<file path="src/rtl/path_delay_meter.sv">
// -----------------------------------------------------------------------------
// path_delay_meter
//
// Measures the propagation delay of an external (asynchronous) path in clock
// cycles, for both a rising and a falling launch edge. One start request runs:
// settle low -> baseline check -> launch rising edge -> wait for response ->
// settle high -> baseline check -> launch falling edge -> wait for response.
//
// Ports
//   clk          in   sole clock, rising edge
//   rst          in   asynchronous, active-high reset
//   start        in   one-cycle measurement request, honoured only in IDLE
//   path_input   out  registered launch signal into the path under test
//   path_result  in   asynchronous output of the path under test
//   busy         out  high while a measurement is running (not IDLE/DONE)
//   done         out  one-cycle pulse at the end of a measurement
//   rise_delay   out  delay for a 0->1 launch edge, held until the next done
//   fall_delay   out  delay for a 1->0 launch edge, held until the next done
//   err_timeout  out  response not seen within TIMEOUT, held until next start
//   err_baseline out  path not at its expected level after settling
// -----------------------------------------------------------------------------
module path_delay_meter #(
  parameter int CNT_W      = 16,
  parameter int SETTLE_CYC = 64,
  parameter int TIMEOUT    = 4095,
  parameter int INVERTING  = 1
) (
  input  logic             clk,
  input  logic             rst,
  input  logic             start,
  output logic             path_input,
  input  logic             path_result,
  output logic             busy,
  output logic             done,
  output logic [CNT_W-1:0] rise_delay,
  output logic [CNT_W-1:0] fall_delay,
  output logic             err_timeout,
  output logic             err_baseline
);

  typedef enum logic [2:0] {
    IDLE    = 3'd0,
    SETTLE0 = 3'd1,
    RISE    = 3'd2,
    SETTLE1 = 3'd3,
    FALL    = 3'd4,
    DONE    = 3'd5
  } state_t;

  // Expected path response to a launch level v is v ^ INV_BIT.
  localparam logic             INV_BIT     = (INVERTING != 0);
  localparam logic             EXP_LOW     = INV_BIT;
  localparam logic             EXP_HIGH    = ~INV_BIT;
  localparam logic [CNT_W:0]   TIMEOUT_W   = (CNT_W+1)'(TIMEOUT);
  localparam logic [CNT_W-1:0] TIMEOUT_C   = CNT_W'(TIMEOUT);
  localparam logic [CNT_W-1:0] SETTLE_LAST = CNT_W'(SETTLE_CYC - 1);
  localparam logic [CNT_W-1:0] CNT_MAX     = '1;

  state_t           state, stateNext;
  logic             sq1, sq2;
  logic [CNT_W-1:0] cnt, cntNext;
  logic [CNT_W-1:0] riseNext, fallNext;
  logic             pathInputNext, errToNext, errBlNext;
  logic [CNT_W:0]   cntPlus;

  // Saturating increment: the counter never wraps.
  function automatic logic [CNT_W-1:0] satInc(input logic [CNT_W-1:0] v);
    if (v == CNT_MAX) return v;
    return v + 1'b1;
  endfunction

  // One bit wider so counter+1 never overflows in the timeout compare.
  assign cntPlus = {1'b0, cnt} + 1'b1;

  // Two-flop synchronizer; only sq2 is ever observed by the FSM.
  always_ff @(posedge clk or posedge rst) begin
    if (rst) begin
      sq1 <= 1'b0;
      sq2 <= 1'b0;
    end else begin
      sq1 <= path_result;
      sq2 <= sq1;
    end
  end

  // State and datapath registers
  always_ff @(posedge clk or posedge rst) begin
    if (rst) begin
      state        <= IDLE;
      cnt          <= '0;
      path_input   <= 1'b0;
      rise_delay   <= '0;
      fall_delay   <= '0;
      err_timeout  <= 1'b0;
      err_baseline <= 1'b0;
    end else begin
      state        <= stateNext;
      cnt          <= cntNext;
      path_input   <= pathInputNext;
      rise_delay   <= riseNext;
      fall_delay   <= fallNext;
      err_timeout  <= errToNext;
      err_baseline <= errBlNext;
    end
  end

  // Next-state and next-value logic
  always_comb begin
    stateNext     = state;
    cntNext       = cnt;
    pathInputNext = path_input;
    riseNext      = rise_delay;
    fallNext      = fall_delay;
    errToNext     = err_timeout;
    errBlNext     = err_baseline;

    case (state)
      IDLE: begin
        pathInputNext = 1'b0;
        if (start) begin
          errToNext = 1'b0;
          errBlNext = 1'b0;
          cntNext   = '0;
          stateNext = SETTLE0;
        end
      end

      SETTLE0: begin
        if (cnt == SETTLE_LAST) begin
          if (sq2 != EXP_LOW) begin
            errBlNext     = 1'b1;
            pathInputNext = 1'b0;
            stateNext     = DONE;
          end else begin
            pathInputNext = 1'b1;   // rising launch edge
            cntNext       = '0;
            stateNext     = RISE;
          end
        end else begin
          cntNext = satInc(cnt);
        end
      end

      RISE: begin
        // A match wins over a coincident timeout.
        if (sq2 == EXP_HIGH) begin
          riseNext  = cntPlus[CNT_W-1:0];
          cntNext   = '0;
          stateNext = SETTLE1;
        end else if (cntPlus >= TIMEOUT_W) begin
          errToNext     = 1'b1;
          riseNext      = TIMEOUT_C;
          pathInputNext = 1'b0;
          stateNext     = DONE;
        end else begin
          cntNext = satInc(cnt);
        end
      end

      SETTLE1: begin
        if (cnt == SETTLE_LAST) begin
          if (sq2 != EXP_HIGH) begin
            errBlNext     = 1'b1;
            pathInputNext = 1'b0;
            stateNext     = DONE;
          end else begin
            pathInputNext = 1'b0;   // falling launch edge
            cntNext       = '0;
            stateNext     = FALL;
          end
        end else begin
          cntNext = satInc(cnt);
        end
      end

      FALL: begin
        if (sq2 == EXP_LOW) begin
          fallNext  = cntPlus[CNT_W-1:0];
          stateNext = DONE;
        end else if (cntPlus >= TIMEOUT_W) begin
          errToNext = 1'b1;
          fallNext  = TIMEOUT_C;
          stateNext = DONE;
        end else begin
          cntNext = satInc(cnt);
        end
      end

      DONE: begin
        pathInputNext = 1'b0;
        stateNext     = IDLE;
      end

      default: begin
        pathInputNext = 1'b0;
        stateNext     = IDLE;
      end
    endcase
  end

  assign busy = (state != IDLE) && (state != DONE);
  assign done = (state == DONE);

endmodule

</file>
<file path="config.mk">
export PLATFORM = sky130hd
export DESIGN_NAME = path_delay_meter
export DESIGN_NICKNAME = d
export VERILOG_FILES = /design/src/rtl/path_delay_meter.sv
export SDC_FILE = /design/constraint.sdc
export NUM_CORES = 1
export LEC_CHECK = 0
export CAP_MARGIN = 20
export CORE_ASPECT_RATIO = 0.8
export CORE_MARGIN = 2
export CORE_UTILIZATION = 45
export DETAILED_ROUTE_END_ITERATION = 12
export PLACE_DENSITY = 0.73
export SYNTH_ARGS = -nofsm -noshare
export SYNTH_HDL_FRONTEND = slang
export SYNTH_SLANG_ARGS = --single-unit
export TNS_END_PERCENT = 5
</file>
<file path="constraint.sdc">
create_clock -name clk -period 8.5 [get_ports clk]
set_input_delay 1.275 -clock clk [delete_from_list [all_inputs] [get_ports clk]]
set_output_delay 1.275 -clock clk [all_outputs]
set_load 0.05 [all_outputs]
</file>
Word-level counts from Yosys, hierarchy flattened

Cells that the tools add are included.

Logic and storage cells: 100
Register bits after elaboration: 56

Reduce and logical (&&, ||, !) cells: 14
$add $sub $neg: 2
Eq/ne operators: 21
Mux-type cells: 52
Bitwise logic cells: 1
$lt $le $gt $ge: 1

Operators by type and width:

| cell                                                  | number |
|---|---|
| 2-to-1 mux 16 bit                                     | 17 |
| case mux 16 bit (5 select lines)                      | 1 |
| 2-to-1 mux 1 bit                                      | 23 |
| 2-to-1 mux 3 bit                                      | 7 |
| inequality test 2 bit, second input constant          | 9 |
| adder 16 x 1 -> 17 bit, second input constant         | 1 |
| >= comparator 17 x 12 -> 1 bit, second input constant | 1 |
| adder 16 x 1 -> 16 bit, second input constant         | 1 |
| == test 16 bit, second input constant                 | 1 |
| == test 16 x 6 -> 1 bit, second input constant        | 1 |
| case mux 3 bit (5 select lines)                       | 1 |
| inequality test 3 bit, second input constant          | 4 |
| nonzero test 3 bit                                    | 3 |
| AND reduction 7 bit                                   | 1 |
| == test 3 x 2 -> 1 bit, second input constant         | 2 |
| == test 3 bit, second input constant                  | 2 |
| case mux 1 bit (3 select lines)                       | 2 |
| AND reduction 6 bit                                   | 1 |
| AND reduction 5 bit                                   | 1 |
| nonzero test 5 bit                                    | 1 |
| case mux 1 bit (4 select lines)                       | 1 |
| AND reduction 2 bit                                   | 2 |
| AND reduction 4 bit                                   | 1 |
| == test 3 x 1 -> 1 bit, second input constant         | 1 |
| 6 further kinds                                       | 6 |

Depth between registers and ports, before layout

Gate-level depths: netlist of run 1.

Depth after elaboration: 9
Depth in mapped cells: 12

Worst setup path after synthesis of run 1

OpenSTA, ideal clock, no wires.

Kind: register to register
Start point: register cnt[1]
End point: register cnt[10]
Period minus slack after synthesis: 2.767 ns
Setup slack: 5.733 ns
Cell stages (with the launch flop): 11
Buffers on the path: 1
Arrival time: 2.642 ns
Cell sequence: dfrtp_1 > ha_1 > clkbuf_1 > nand3_1 > or4_4 > nor2_1 > o21a_2 > nand3_4 > o32a_4 > nand2_4 > mux2_2

Longest elaborated chain between the ends: 9
Elaborated cells between the ends (all ways): 30
Classes of those cells: add/sub (2); order compare (1); eq/ne (6); mux (20); reduce/logical (1)

Ends and longest elaborated chain:

| element                                                                        | RTL line | source |
|---|---|---|
| start: declaration                                                             | 61       | `logic [CNT_W-1:0] cnt, cntNext;` |
| start signal: assignment                                                       | 98       | `cnt <= cntNext;` |
| parallel branches: the longest is 9 deep, another holds adder 16 x 1 -> 17 bit | -        |  |

Several ways; the timed one is not identified. The select of a mux whose other input is x is not followed.
A chain may end at the register's enable or synchronous reset.

Worst setup path in the final report of run 1

Start point: register cnt[0]
End point: register fall_delay[4]

Longest elaborated chain between the ends: 4
Elaborated cells between the ends (all ways): 5
Classes of those cells: add/sub (1); order compare (1); mux (1); reduce/logical (2)

Ends and longest elaborated chain:

| element                              | RTL line | source |
|---|---|---|
| adder 16 x 1 -> 17 bit (*)           | 73       | `assign cntPlus = {1'b0, cnt} + 1'b1;` |
| >= comparator 17 x 12 -> 1 bit       | 180      | `end else if (cntPlus >= TIMEOUT_W) begin` |
| nonzero test 2 bit (no source line)  | -        |  |
| AND reduction 2 bit (no source line) | -        |  |
| end signal: assignment               | 101      | `fall_delay <= fallNext;` |
| end: declaration                     | 36       | `output logic [CNT_W-1:0] fall_delay,` |

Mark *: on every way between the ends. The rest lies on a longest branch, timed or not.

==> results.yml, run 1 <==
timing:
  timing.fmax_mhz: 296
  relSlewSlack_pct: 38.1
  finalHoldViolations: 0
  setup_viol: 0
  slew_violations: 0
  grt_setup_unrepaired: "false"
  clock_skew_ns: 0.0214
  finalCritPeriodShare_pct: 39.7
  period_minus_slack_ns: 3.38
  setup-tns-final_ns: 0
  worst_slew_pin_slew_ns: 0.925
setup_path:
  crit_top_cell: "nor2_1"
  reg2reg_from: "cnt[0]$_DFFE_PP0P_"
  rrSetupSlack_ns: 5.12
  crit_chain: "ha_1 > nand3_1 > nor2_1 > nand4_1 > and2_1 > nand3_4 > nor2_1 > nor2_1 > a2bb2oi_1"
  cp_num_buf_inv: 0
  worst-setup-path-type: "reg2reg"
  crit_path_start_kind: "flop"
  cp_slowest_stage_delay_ns: 0.70
  worstPathArrival_ns: 3.62
  reg2regPathDepth: 9
  path_max_fanout: 12
  critPathTopFamily: "simple AND/OR/NAND/NOR gates"
  rr_endpoint: "fall_delay[4]$_DFFE_PP0P_"
  worstPathRequired_ns: 8.74
  crit_path_end_kind: "flop"
  cpMaxStageDelayCell: "nor2_1"
layout:
  drive_gt1_share_pct: 6.18
  final_cell_mix: "dfrtp_1 (56), clkdlybuf4s50_1 (40), nor2_1 (39), a21oi_1 (28), nand2_1 (21)"
  final_area_um2: 3600
  n_antenna_cell: 0
  final_nets: 361
  syn_to_final_growth_pct: 18.5
  final_common_cell: "dfrtp_1"
  final_cells: 440
  fillers: 584
cts:
  numCtsBuffers: 5
  cts_root_buffer: "clkbuf_8"
  cts_buffer_depth: 2
  htree_levels: 2
  clock-sinks: 56
  clock_latency_ns: 0.33
  cts_hold_buf: 0
  post_cts_buffers: 0
  cts_resized: 0
  cts_tree: "yes"
  clkTransAtPathRegs_ns: 0.10
route:
  wirelength_mm: 7.71
  via_per_inst: 5.91
  ant_nets: 0
  via_count: 2601
  drc: 0
  first_pass_iters: 5
  post_drt_wl_per_cell_um: 17.5
  drtIter0Drc: 323
power:
  vdd_drop_max_uv: 117
  clock_power_share_pct: 22.1
  power.share.switching_pct: 41.5
  switchingPower_uw: 397
  p_int_uw: 560
  pwr-share-comb_pct: 39.0
  seqPwrFrac_pct: 38.8
  p_leak_uw: 0.00157
  power_density_nw_per_um2: 266
global_route:
  grt_max_degree: 57
  top_usage_layer: "met1"
  grt_pass1_wl_mm: 12.9
  met1_usage_pct: 35.0
  track_usage_pct: 22.5
  antenna_found_initial: 0
  grt_pass1_vias: 2380
  grtUsageMet2_pct: 30.6
  grtUsageMet3_pct: 5.44
  overflow: 0
logic_synthesis:
  synth_flop_cell: "dfrtp_1"
  ys_seq_area_share_pct: 46.1
  yosys-top-cells-area: "dfrtp_1 (46%), nor2_1 (4.8%), a21oi_1 (4.6%), a2bb2oi_1 (3.5%), o21ai_0 (3.1%)"
  synth-edff-count: 0
  ys_seq_elements: 56
  syn-instance-count: 327
  yosys.area.top_type_share_pct: 46.1
  synth_area_per_cell_um2: 9.30
  yosysWarnings: 0
  synthArstFlopShare_pct: 100
  synth_largest_area_cell: "dfrtp_1"
  ys_types: 56
  syn-num-nets: 333
  syn_area_um2: 3040
floorplanning:
  pin_count: 41
  core_um2: 6470
  die_w_um: 95.9
  start_util_pct: 47.0
  rows: 26
  die_height_um: 77.5
  dieArea_um2: 7440
placed_design:
  post-dp-hpwl_mm: 5.40
  port_buffers: 40
  dpl_cell_area_um2: 3460
  dp.cells: 431
  gp_congestion: 0.936
worst_hold_path:
  hold_path_startpoint: "sq1$_DFF_PP0_"
  min_path_type: "reg2reg"
  whs_endpoint: "sq2$_DFF_PP0_"
  holdPathStages: 0
run:
  drv_cap: 0
outcome:
  status: "finished clean"
sequential cells by signal (all words and copies together), names as in the netlist:
| signal | flops |
|---|---|
| sq1 | 1 |
| state | 3 |
| cnt | 16 |
| sq2 | 1 |
| rise_delay | 16 |
| err_baseline | 1 |
| err_timeout | 1 |
| path_input | 1 |
| fall_delay | 16 |
power groups by stage:
stage | Clock, µW | Sequential, µW | Combinational (µW)
floorplan | 0 | 412 | 231
detailed placement | 0 | 375 | 367
global route | 225 | 381 | 402
CTS | 214 | 371 | 368
global placement | 0 | 372 | 360
finish | 212 | 372 | 374
layout make-up:
cell class | count | area, µm² | area share, %
clock buffer | 5 | 68.8 | 1.91
timing repair buffer | 42 | 415 | 11.5
clock inverter | 3 | 68.8 | 1.91
tap | 84 | 105 | 2.92
multi-input combinational | 236 | 1490 | 41.4
inverter | 14 | 52.6 | 1.46
sequential | 56 | 1400 | 38.9
through the flow:
step / total power [µW] / setup slack [ns] / utilization [%] / hold slack, ns
after floorplan: 643 / 5.73 / - / 0.331
after global placement: 732 / 5.42 / 53.4 / 0.335
after detailed placement: 742 / 5.18 / 53.4 / 0.335
after CTS: 953 / 5.16 / 55.5 / 0.356
after global routing: 1010 / 4.85 / 55.7 / 0.362
final: 957 / 5.12 / 55.7 / 0.354
worst max-delay path by stage:
stage | from | to | slack [ns] | cells past startpoint
after global placement | start | cnt[5]$_DFFE_PP0P_ | 5.42 | 7
final | cnt[0]$_DFFE_PP0P_ | fall_delay[4]$_DFFE_PP0P_ | 5.12 | 9
after floorplan | cnt[1]$_DFFE_PP0P_ | cnt[10]$_DFFE_PP0P_ | 5.73 | 10
after global routing | cnt[0]$_DFFE_PP0P_ | fall_delay[0]$_DFFE_PP0P_ | 4.85 | 9
after detailed placement | cnt[0]$_DFFE_PP0P_ | fall_delay[4]$_DFFE_PP0P_ | 5.18 | 9
after CTS | state[1]$_DFFE_PP0P_ | done | 5.16 | 3
Yosys cell counts (7+ instances only):
cell	instances
a21oi_1	28
a31oi_1	9
nor2_1	39
nand2_1	21
o21ai_0	19
and2_1	7
nand3_1	10
dfrtp_1	56
clkbuf_1	10
a2bb2oi_1	12
xnor2_1	9
inv_1	14
kinds of logic (layout without fill, tap and decap cells):
logic type	count (synthesis)	in the layout	share of synthesized area, %
fa+ha+maj	2	2	0.823
xor+xnor	13	13	3.74
mux	7	7	2.55
flops	56	56	46.1
compound gates	105	105	23.2
simple gates	109	109	18.8
buf+inv	35	64	4.89
worst register-to-register path, cell delays in order, from the launching register on:
cell and delay [ns]:
dfrtp_1 0.49, ha_1 0.41, nand3_1 0.22, nor2_1 0.32, nand4_1 0.38, and2_1 0.35, nand3_4 0.13, nor2_1 0.10
nor2_1 0.70, a2bb2oi_1 0.22
routing by layer:
metal	up-vias	wire, µm
met5	-	0
met3	17	481
met1	1225	3830
met2	110	3250
met4	0	143
li1	1249	-
Power figures use the tool's default switching activity.
==> inputs of run 2 (changes only) <==
==> constraint.sdc (replaced) <==
create_clock -name clk -period 3.3 [get_ports clk]
set_input_delay 0.495 -clock clk [delete_from_list [all_inputs] [get_ports clk]]
set_output_delay 0.495 -clock clk [all_outputs]
set_load 0.05 [all_outputs]
==> run 2 against run 1 <==
Compared with the run above: clock power rose by 84%; global-route usage barely moved; die area did not move; flip-flop and latch count did not move; non-clock buffer count rose by 10; routed wire length rose by 0.82%; power rose by 140%; worst setup slack got worse by 4.9 ns; sequential power rose to 2.6 times the previous value; clock-buffer cell count rose by 1.
==> results.yml, run 2 (same netlist as run 1, synthesis figures left out) <==
cts:
  cts_root_buffer: "clkbuf_8"
  clock-sinks: 56
  clkTransAtPathRegs_ns: 0.10
  htree_levels: 2
  numCtsBuffers: 5
  cts_buffer_depth: 2
  cts_tree: "yes"
  clock_latency_ns: 0.31
worst_hold_path:
  holdPathStages: 0
  min_path_type: "reg2reg"
floorplanning:
  start_util_pct: 47.0
  core_um2: 6470
  die_w_um: 95.9
  pin_count: 41
  rows: 26
  dieArea_um2: 7440
  die_height_um: 77.5
route:
  via_count: 2677
  via_per_inst: 5.96
  ant_nets: 0
  wirelength_mm: 7.77
  drc: 0
  first_pass_iters: 5
  post_drt_wl_per_cell_um: 17.3
  drtIter0Drc: 305
power:
  power_density_nw_per_um2: 634
  p_leak_uw: 0.00160
  vdd_drop_max_uv: 300
  p_total_uw: 2310
layout:
  final_area_um2: 3640
  fillers: 600
  final_cell_mix: "dfrtp_1 (56), clkdlybuf4s50_1 (40), nor2_1 (39), a21oi_1 (28), nand2_1 (21)"
  drive_gt1_share_pct: 8.77
  final_cells: 449
  reg_top3: "cnt x16, fall_delay x16, rise_delay x16"
  final_common_cell: "dfrtp_1"
  final_nets: 371
  n_antenna_cell: 0
  syn_to_final_growth_pct: 19.6
placed_design:
  dp.cells: 442
  gp_congestion: 0.986
  dpl_cell_area_um2: 3540
  port_buffers: 40
  post-dp-hpwl_mm: 5.72
global_route:
  grt_pass1_vias: 2445
  track_usage_pct: 22.5
  grt_pass1_wl_mm: 13.0
  antenna_found_initial: 0
  overflow: 0
  grt_max_degree: 57
timing:
  fin_hold_ws_ns: 0.355
  worst_slew_pin_slew_ns: 0.953
  setup-tns-final_ns: 0
  slew_violations: 0
  setup_viol: 0
  period_minus_slack_ns: 3.09
  finalCritPeriodShare_pct: 93.6
  relSlewSlack_pct: 36.2
  grt_setup_unrepaired: "false"
  finalHoldViolations: 0
  clock_skew_ns: 0.0183
  timing.fmax_mhz: 324
setup_path:
  worstPathArrival_ns: 3.27
  crit_path_start_kind: "flop"
  worstPathRequired_ns: 3.48
  path_max_fanout: 11
  reg2regPathDepth: 8
  worst-setup-path-type: "reg2reg"
  crit_path_end_kind: "flop"
run:
  drv_cap: 0
outcome:
  status: "finished clean"
[run 2: cell types whose count changed in the layout (fill, tap and decap cells not counted), sizes merged]
cell / change
inv: -1
buf: +10
clkbuf: +1
clkinv: +1
bufinv: -2
[run 2: final cells by class]
class / instances / area, µm² / share of cell area (%)
Clock inverter: 1 / 8.76 / 0.241
Sequential cell: 56 / 1400 / 38.5
Multi-Input combinational cell: 236 / 1500 / 41.2
Clock buffer: 6 / 82.6 / 2.27
Timing Repair Buffer: 52 / 490 / 13.5
Inverter: 14 / 52.6 / 1.44
Tap cell: 84 / 105 / 2.89
[run 2: metrics by stage]
step	util, %	setup slack [ns]
floorplan	-	0.533
global placement	54.7	0.422
detailed placement	54.7	0.272
CTS	56.1	0.233
global route	56.2	0.0185
finish	56.2	0.210
[run 2: power breakdown]
| part | switching (µW) | total (µW) | internal, µW |
|---|---|---|---|
| clock | 222 | 390 | 168 |
| combinational | 607 | 965 | 357 |
| sequential | 161 | 950 | 789 |
[run 2: timing repair]
action	in CTS	in global routing
setup buffers	0	0
resized for setup	0	1
hold buffers	0	0
setup endpoints to repair	0	2
[run 2: path summary, 6_finish.rpt]
path | from | end | slack [ns]
max | cnt[2]$_DFFE_PP0P_ | cnt[9]$_DFFE_PP0P_ | 0.21
min | sq1$_DFF_PP0_ | sq2$_DFF_PP0_ | 0.36
max reg2reg | cnt[2]$_DFFE_PP0P_ | cnt[9]$_DFFE_PP0P_ | 0.21
min reg2reg | sq1$_DFF_PP0_ | sq2$_DFF_PP0_ | 0.36
max in group asynchronous | rst | state[0]$_DFFE_PP0P_ | 2.14
min in group asynchronous | rst | rise_delay[8]$_DFFE_PP0P_ | 0.69
[run 2: per-layer routing]
layer / share of wire (%) / vias up / track usage, %
met5: 0 / - / 0
met4: 0.71 / 0 / 4.00
met3: 6.4 / 7 / 4.66
met2: 44 / 103 / 31.5
met1: 49 / 1300 / 36.0
li1: - / 1267 / -
[run 2: critical path, cell delays in order (launching register included)]
cell and delay [ns]:
dfrtp_1 0.61, nand4_4 0.24, nor4_1 0.44, o22ai_1 0.14, or4b_4 0.53, nand3_4 0.16, a21o_1 0.34, nand2_4 0.15
mux2_1 0.34
==> inputs of run 3 (changes only) <==
==> constraint.sdc (replaced) <==
create_clock -name clk -period 3.5 [get_ports clk]
set_input_delay 0.525 -clock clk [delete_from_list [all_inputs] [get_ports clk]]
set_output_delay 0.525 -clock clk [all_outputs]
set_load 0.05 [all_outputs]
==> run 3 against run 2 <==
Compared with the run above: flip-flop and latch count is the same; global-route usage fell by 1.1 points; sequential share of layout area rose by 0.37 points.
==> results.yml, run 3 (same netlist as run 1, synthesis figures left out) <==
setup_path:
  rrSetupSlack_ns: 0.29
  path_max_fanout: 10
  reg2regPathDepth: 9
  crit_chain: "ha_1 > nand3_1 > nor4_1 > o22ai_1 > or4b_4 > nand3_4 > a21o_1 > nand2_4 > mux2_1"
  worstPathRequired_ns: 3.71
  cp_num_buf_inv: 0
  critPathTopFamily: "simple AND/OR/NAND/NOR gates"
  crit_path_start_kind: "flop"
  worstPathArrival_ns: 3.42
  crit_path_end_kind: "flop"
  cpMaxStageDelayCell: "dfrtp_1"
  worst-setup-path-type: "reg2reg"
  reg2reg_from: "cnt[0]$_DFFE_PP0P_"
  rr_endpoint: "cnt[7]$_DFFE_PP0P_"
  cp_slowest_stage_delay_ns: 0.52
layout:
  n_antenna_cell: 0
  final_cells: 444
  final_nets: 365
  final_cell_mix: "dfrtp_1 (56), clkdlybuf4s50_1 (40), nor2_1 (39), a21oi_1 (28), nand2_1 (21)"
  drive_gt1_share_pct: 6.94
  reg_top3: "cnt x16, fall_delay x16, rise_delay x16"
  final_area_um2: 3600
  syn_to_final_growth_pct: 18.5
  final_common_cell: "dfrtp_1"
outcome:
  status: "finished clean"
run:
  drv_cap: 0
timing:
  timing.fmax_mhz: 312
  setup-tns-final_ns: 0
  period_minus_slack_ns: 3.21
  clock_skew_ns: 0.00959
  worst_slew_pin_slew_ns: 0.952
  relSlewSlack_pct: 36.3
  fin_hold_ws_ns: 0.359
  finalCritPeriodShare_pct: 91.6
  slew_violations: 0
  setup_viol: 0
  grt_setup_unrepaired: "false"
  finalHoldViolations: 0
placed_design:
  dp.cells: 436
  port_buffers: 40
  post-dp-hpwl_mm: 5.51
  dpl_cell_area_um2: 3500
  gp_congestion: 0.963
cts:
  numCtsBuffers: 5
  clock_latency_ns: 0.33
  cts_root_buffer: "clkbuf_8"
  cts_buffer_depth: 2
  clock-sinks: 56
  htree_levels: 2
  cts_resized: 0
  cts_tree: "yes"
  clkTransAtPathRegs_ns: 0.10
  post_cts_buffers: 0
  cts_hold_buf: 0
route:
  first_pass_iters: 5
  drc: 0
  drtIter0Drc: 328
  post_drt_wl_per_cell_um: 17.2
  ant_nets: 0
  via_count: 2633
  via_per_inst: 5.93
  wirelength_mm: 7.64
global_route:
  antenna_found_initial: 0
  overflow: 0
  grt_pass1_wl_mm: 12.3
  grt_pass1_vias: 2383
  track_usage_pct: 21.4
  grt_max_degree: 43
floorplanning:
  die_height_um: 77.5
  die_w_um: 95.9
  dieArea_um2: 7440
  pin_count: 41
  core_um2: 6470
  rows: 26
  start_util_pct: 47.0
power:
  power_density_nw_per_um2: 618
  vdd_drop_max_uv: 251
  p_total_uw: 2230
  p_leak_uw: 0.00158
worst_hold_path:
  holdPathStages: 0
  hold_path_startpoint: "sq1$_DFF_PP0_"
  whs_endpoint: "sq2$_DFF_PP0_"
  min_path_type: "reg2reg"
==> run 3: per-stage QoR <==
stage	setup slack [ns]	utilization, %
final	0.293	55.7
after detailed placement	0.391	54.0
after CTS	0.350	55.7
after floorplan	0.733	-
after global placement	0.503	54.0
after global routing	0.107	55.7
==> run 3: worst max-delay path by stage <==
stage / slack (ns) / end / depth (start not counted) / from
floorplan: 0.73 / cnt[10]$_DFFE_PP0P_ / 10 / cnt[1]$_DFFE_PP0P_
global placement: 0.50 / cnt[15]$_DFFE_PP0P_ / 9 / cnt[0]$_DFFE_PP0P_
detailed placement: 0.39 / cnt[7]$_DFFE_PP0P_ / 9 / cnt[0]$_DFFE_PP0P_
CTS: 0.35 / cnt[15]$_DFFE_PP0P_ / 9 / cnt[0]$_DFFE_PP0P_
global route: 0.11 / cnt[9]$_DFFE_PP0P_ / 9 / cnt[0]$_DFFE_PP0P_
finish: 0.29 / cnt[7]$_DFFE_PP0P_ / 9 / cnt[0]$_DFFE_PP0P_
==> run 3: routing by layer <==
metal  GRT usage (%)  wire, µm  up-vias
met5               0         0        -
met4            6.14        82        0
met3            4.08       731        6
met2            29.7      3250       93
met1            33.6      3580     1269
li1                -         -     1265
==> run 3: layout make-up <==
| cell class | count | area, µm² |
|---|---|---|
| sequential | 56 | 1400 |
| clock buffer | 6 | 72.6 |
| multi-input combinational | 236 | 1490 |
| tap | 84 | 105 |
| inverter | 14 | 52.6 |
| timing repair buffer | 46 | 445 |
| fill | 583 | 2870 |
| clock inverter | 2 | 35.0 |
==> run 3: worst register-to-register path: stages, from the launching register on <==
cell,delay [ns]
dfrtp_1,0.52
ha_1,0.44
nand3_1,0.20
nor4_1,0.31
o22ai_1,0.14
or4b_4,0.51
nand3_4,0.16
a21o_1,0.33
nand2_4,0.15
mux2_1,0.33
==> run 3: report_power, final <==
group	internal, µW	switching, µW	leakage [µW]
Clock	213	219	0.0000552
Sequential	744	150	0.000763
Combinational	331	570	0.000761
Total	1290	939	0.00158
==> edit 1, RTL diff (config.mk and constraints of run 2) <==
Encoding of `state_t`: now Gray code (3 bits for 6 states).
--- a/src/rtl/path_delay_meter.sv
+++ b/src/rtl/path_delay_meter.sv
@@ -39,12 +39,12 @@
 );
 
   typedef enum logic [2:0] {
-    IDLE    = 3'd0,
-    SETTLE0 = 3'd1,
-    RISE    = 3'd2,
-    SETTLE1 = 3'd3,
-    FALL    = 3'd4,
-    DONE    = 3'd5
+    IDLE    = 3'b000,
+    SETTLE0 = 3'b001,
+    RISE    = 3'b011,
+    SETTLE1 = 3'b010,
+    FALL    = 3'b110,
+    DONE    = 3'b111
   } state_t;
 
   // Expected path response to a launch level v is v ^ INV_BIT.
Function: no difference found for any inputs over 10 cycles, from zero or initial values and one cycle with rst high; not proved beyond that.
==> edit 1 against run 2 <==
Count of clock-buffer cells in the layout down 1. Worst hold slack better by 0.0088 ns. Synthesized area rose by 1.4%. Cell count down 4.9%. Sequential power grew 2.2%. Clock skew shrank 0.011 ns. Power increased by 4.5%. Worst setup slack improved by 0.096 ns. Synthesized cell count decreased by 5.2%. Fmax rose by 3.2%. Cell area fell by 0.62%. Routed wire length increased by 1.9%. Sequential cell count unchanged. Critical endpoint is now rise_delay[14].
==> edit 1: results (changes against run 2) <==
| Metric | Value |
|---|---|
| Share of the synthesized area in compound gates (AO/OA/AOI/OAI) | 0.2247 (was 0.2316) |
| Fraction of area in multi-input gates | 0.4194 (was 0.4116) |
| Synth Net Count | 316 (was 333) |
| Critical path's top delay family | compound AO/OA/AOI/OAI gates (was simple AND/OR/NAND/NOR gates) |
| Synthesized-area fraction occupied by xor and xnor cells | 0.03406 (was 0.03743) |
| Layout fillers | 573 (was 600) |
| Weighted congestion reported at the end of routability-driven placement | 0.9294 (was 0.9861) |
| WP data arrival | 3.17 ns (was 3.27 ns) |
| Starting DRC count in detailed routing | 274 (was 305) |
| Delay of the slowest cell on the worst path | 0.53 ns (was 0.61 ns) |
| Routed met3 length | 562 µm (was 496 µm) |
| Via count | 2,601 (was 2,677) |
| Synthesized area per cell | 9.953 µm² (was 9.302 µm²) |
| All-layer global routing usage | 0.2259 (was 0.2252) |
| Clk tree area frac | 0.02526 (was 0.02510) |
| Vias per inst | 6.091 (was 5.962) |
| Global routing met3 resource utilization | 0.04511 (was 0.04660) |
| Met1 wire length | 3919 µm (was 3832 µm) |
| Multi-input combinational cell count | 219 (was 236) |
| Met1 layer usage reported by global route | 0.3615 (was 0.3603) |
| Synthesized-area fraction occupied by adder cells | 0.008110 (was 0.008227) |
| Post-placement setup slack | 0.3526 ns (was 0.2715 ns) |
| Final Skew | 0.007671 ns (was 0.01826 ns) |
| Run status | completed (unchanged) |
| Multiplexer area fraction after synthesis | 0.04501 (was 0.02550) |
| Average wire per cell in the routed design | 18.53 µm (was 17.31 µm) |
| Area Growth Syn to Fin | 17.19% (was 19.62%) |
| Proportion of synthesized chip area in sequential cells | 0.4542 (was 0.4607) |
## edit 1: cell types whose count changed after synthesis, moves of 6 or more
cell / delta
sky130_fd_sc_hd__mux2_4: +7
sky130_fd_sc_hd__a2bb2oi_1: +12
sky130_fd_sc_hd__nor2b_1: +6
sky130_fd_sc_hd__nor2_1: -25
sky130_fd_sc_hd__and2_1: -6
## edit 1: worst paths after layout
kind / to / start / slack, ns / cells past startpoint
setup / recovery: rise_delay[14] / cnt[0] / 0.31 / 7
hold / removal: sq2 / sq1 / 0.36 / 0
setup reg to reg: rise_delay[14] / cnt[0] / 0.31 / 7
hold reg to reg: sq2 / sq1 / 0.36 / 0
max in group asynchronous: fall_delay[9] / rst / 2.00 / 3
min in group asynchronous: rise_delay[12] / rst / 0.48 / 2
## edit 1: power by group
| group | leakage, µW | total [µW] | switching [µW] | internal [µW] |
|---|---|---|---|---|
| clock | 0.0000485 | 401 | 247 | 153 |
| sequential | 0.000737 | 971 | 161 | 810 |
| combinational | 0.000774 | 1040 | 652 | 385 |
==> edit 2, RTL diff (flow settings as in run 2) <==
Made on the original files. `CNT_W`: 16 -> 14.
--- a/src/rtl/path_delay_meter.sv
+++ b/src/rtl/path_delay_meter.sv
@@ -20,7 +20,7 @@
 //   err_baseline out  path not at its expected level after settling
 // -----------------------------------------------------------------------------
 module path_delay_meter #(
-  parameter int CNT_W      = 16,
+  parameter int CNT_W      = 14,
   parameter int SETTLE_CYC = 64,
   parameter int TIMEOUT    = 4095,
   parameter int INVERTING  = 1
Interface: changed (resized fall_delay and rise_delay); port bits go from 41 to 37. The function was not compared with the original's and may differ.
==> edit 2 against run 2 <==
Synthesized area fell by 8.1%. Routed wire length fell by 12%. Worst hold slack improved by 0.0027 ns. Global-route usage fell by 1.1 points. Synthesized cell count fell by 18%. Clock skew fell by 0.015 ns. Cell area fell by 8.1%. Worst setup slack improved by 0.078 ns. Sequential cell count fell by 6. Power fell by 7.5%. Critical path type unchanged. Largest cell class unchanged. Largest power group unchanged.
==> edit 2: results (changes against run 2) <==
| Metric | Value |
|---|---|
| Run status | completed (unchanged) |
| Fraction of area in multi-input gates | 0.4220 (was 0.4116) |
| Proportion of synthesized chip area in sequential cells | 0.4476 (was 0.4607) |
| Buffering overhead | 0.1257 (was 0.1348) |
| Post-Place Cell Area | 0.003237 mm² (was 0.003541 mm²) |
| Weighted congestion reported at the end of routability-driven placement | 0.8871 (was 0.9861) |
| Area Growth Syn to Fin | 19.65% (was 19.62%) |
| Critical Path Fanout Max | 8 (was 11) |
| Cell row count | 25 (was 26) |
| Vias per inst | 6.108 (was 5.962) |
| Final critical delay including setup and external delays | 3.012 ns (was 3.090 ns) |
| Final Skew | 0.003683 ns (was 0.01826 ns) |
| All-layer global routing usage | 0.2142 (was 0.2252) |
| Detailed placement HPWL | 4758 µm (was 5719 µm) |
| Top cells by count, synth | sky130_fd_sc_hd__dfrtp_1 (50), sky130_fd_sc_hd__nand2_1 (18), sky130_fd_sc_hd__a21oi_1 (17) (was sky130_fd_sc_hd__dfrtp_1 (56), sky130_fd_sc_hd__nor2_1 (39), sky130_fd_sc_hd__a21oi_1 (28)) |
| Vias in the first global route | 2,213 (was 2,445) |
| Sw Share | 0.4101 (was 0.4298) |
| Largest net degree at the start of global routing | 27 (was 57) |
| Worst-Margin Slew | 1.064 ns (was 0.9532 ns) |
| Regs by FF count | cnt x14, fall_delay x14, rise_delay x14 (was cnt x16, fall_delay x16, rise_delay x16) |
| Fraction of layout cells with a size suffix above 1 | 0.1533 (was 0.08767) |
| Clk tree area frac | 0.03217 (was 0.02510) |
| Multi-input combinational cell count | 185 (was 236) |
| Critical Path Sink | cnt[8] (was cnt[9]) |
| WP data arrival | 3.20 ns (was 3.27 ns) |
| Top area cells in the synthesized netlist | sky130_fd_sc_hd__dfrtp_1 (45%), sky130_fd_sc_hd__a2bb2oi_1 (5.0%), sky130_fd_sc_hd__a2bb2oi_2 (4.3%) (was sky130_fd_sc_hd__dfrtp_1 (46%), sky130_fd_sc_hd__nor2_1 (4.8%), sky130_fd_sc_hd__a21oi_1 (4.6%)) |
| First-pass GRT wire length | 11,480 µm (was 13,020 µm) |
| Starting DRC count in detailed routing | 350 (was 305) |
| Count of placed standard cells including taps | 374 (was 442) |
| Non-filler cells, final | 381 (was 449) |
| Leakage power of the design | 0.001417 µW (was 0.001604 µW) |
| Final Net Count | 306 (was 371) |
| Largest vdd supply drop | 0.0003324 V (was 0.0002999 V) |
| Average wire per cell in the routed design | 17.94 µm (was 17.31 µm) |
| Launch point of the worst hold path | sq1 (unchanged) |
| Synthesized area per cell | 10.43 µm² (was 9.302 µm²) |
| Area taken by flip-flops and latches | 0.001251 mm² (was 0.001401 mm²) |
| Worst reg-to-reg setup slack | 0.29 ns (was 0.21 ns) |
edit 2: cell types whose count changed after synthesis, sizes merged, moves of 3 or more:
cell	delta
dfrtp	-6
nand3	-6
and2	-3
a21oi	-11
mux2	+4
o21ai	-12
a2bb2oi	+12
nand2	-4
nand4	+4
nor2	-28
edit 2: cells by family (layout without fill, tap and decap cells):
group | after synthesis | in the layout | synth area share
compound gates | 85 | 85 | 0.2516
buf+inv | 33 | 65 | 0.04924
flops | 50 | 50 | 0.4476
simple gates | 76 | 76 | 0.1629
fa+ha+maj | 2 | 2 | 0.008951
xor+xnor | 11 | 11 | 0.03447
mux | 11 | 11 | 0.04521
edit 2: power groups by stage:
stage,registers [µW],logic [µW],clock network (µW)
final,848,857,427
after global routing,868,914,461
after CTS,844,853,433
after detailed placement,853,848,0
after global placement,852,840,0
after floorplan,994,487,0
edit 2: worst max-delay path: stages (launching register included):
cell and delay [ns]:
sky130_fd_sc_hd__dfrtp_1 0.48, sky130_fd_sc_hd__ha_1 0.31, sky130_fd_sc_hd__nand3_1 0.29, sky130_fd_sc_hd__nor4_4 0.48, sky130_fd_sc_hd__mux2_4 0.38, sky130_fd_sc_hd__o211a_1 0.32, sky130_fd_sc_hd__nand2_1 0.12, sky130_fd_sc_hd__buf_4 0.17
sky130_fd_sc_hd__mux2_2 0.34
edit 2: metal layers:
| layer | global-route usage | wire [µm] |
|---|---|---|
| met1 | 0.3314 | 3433 |
| met2 | 0.3007 | 2836 |
| met3 | 0.04154 | 429 |
| met4 | 0.07131 | 136 |
| met5 | 0 | 0 |
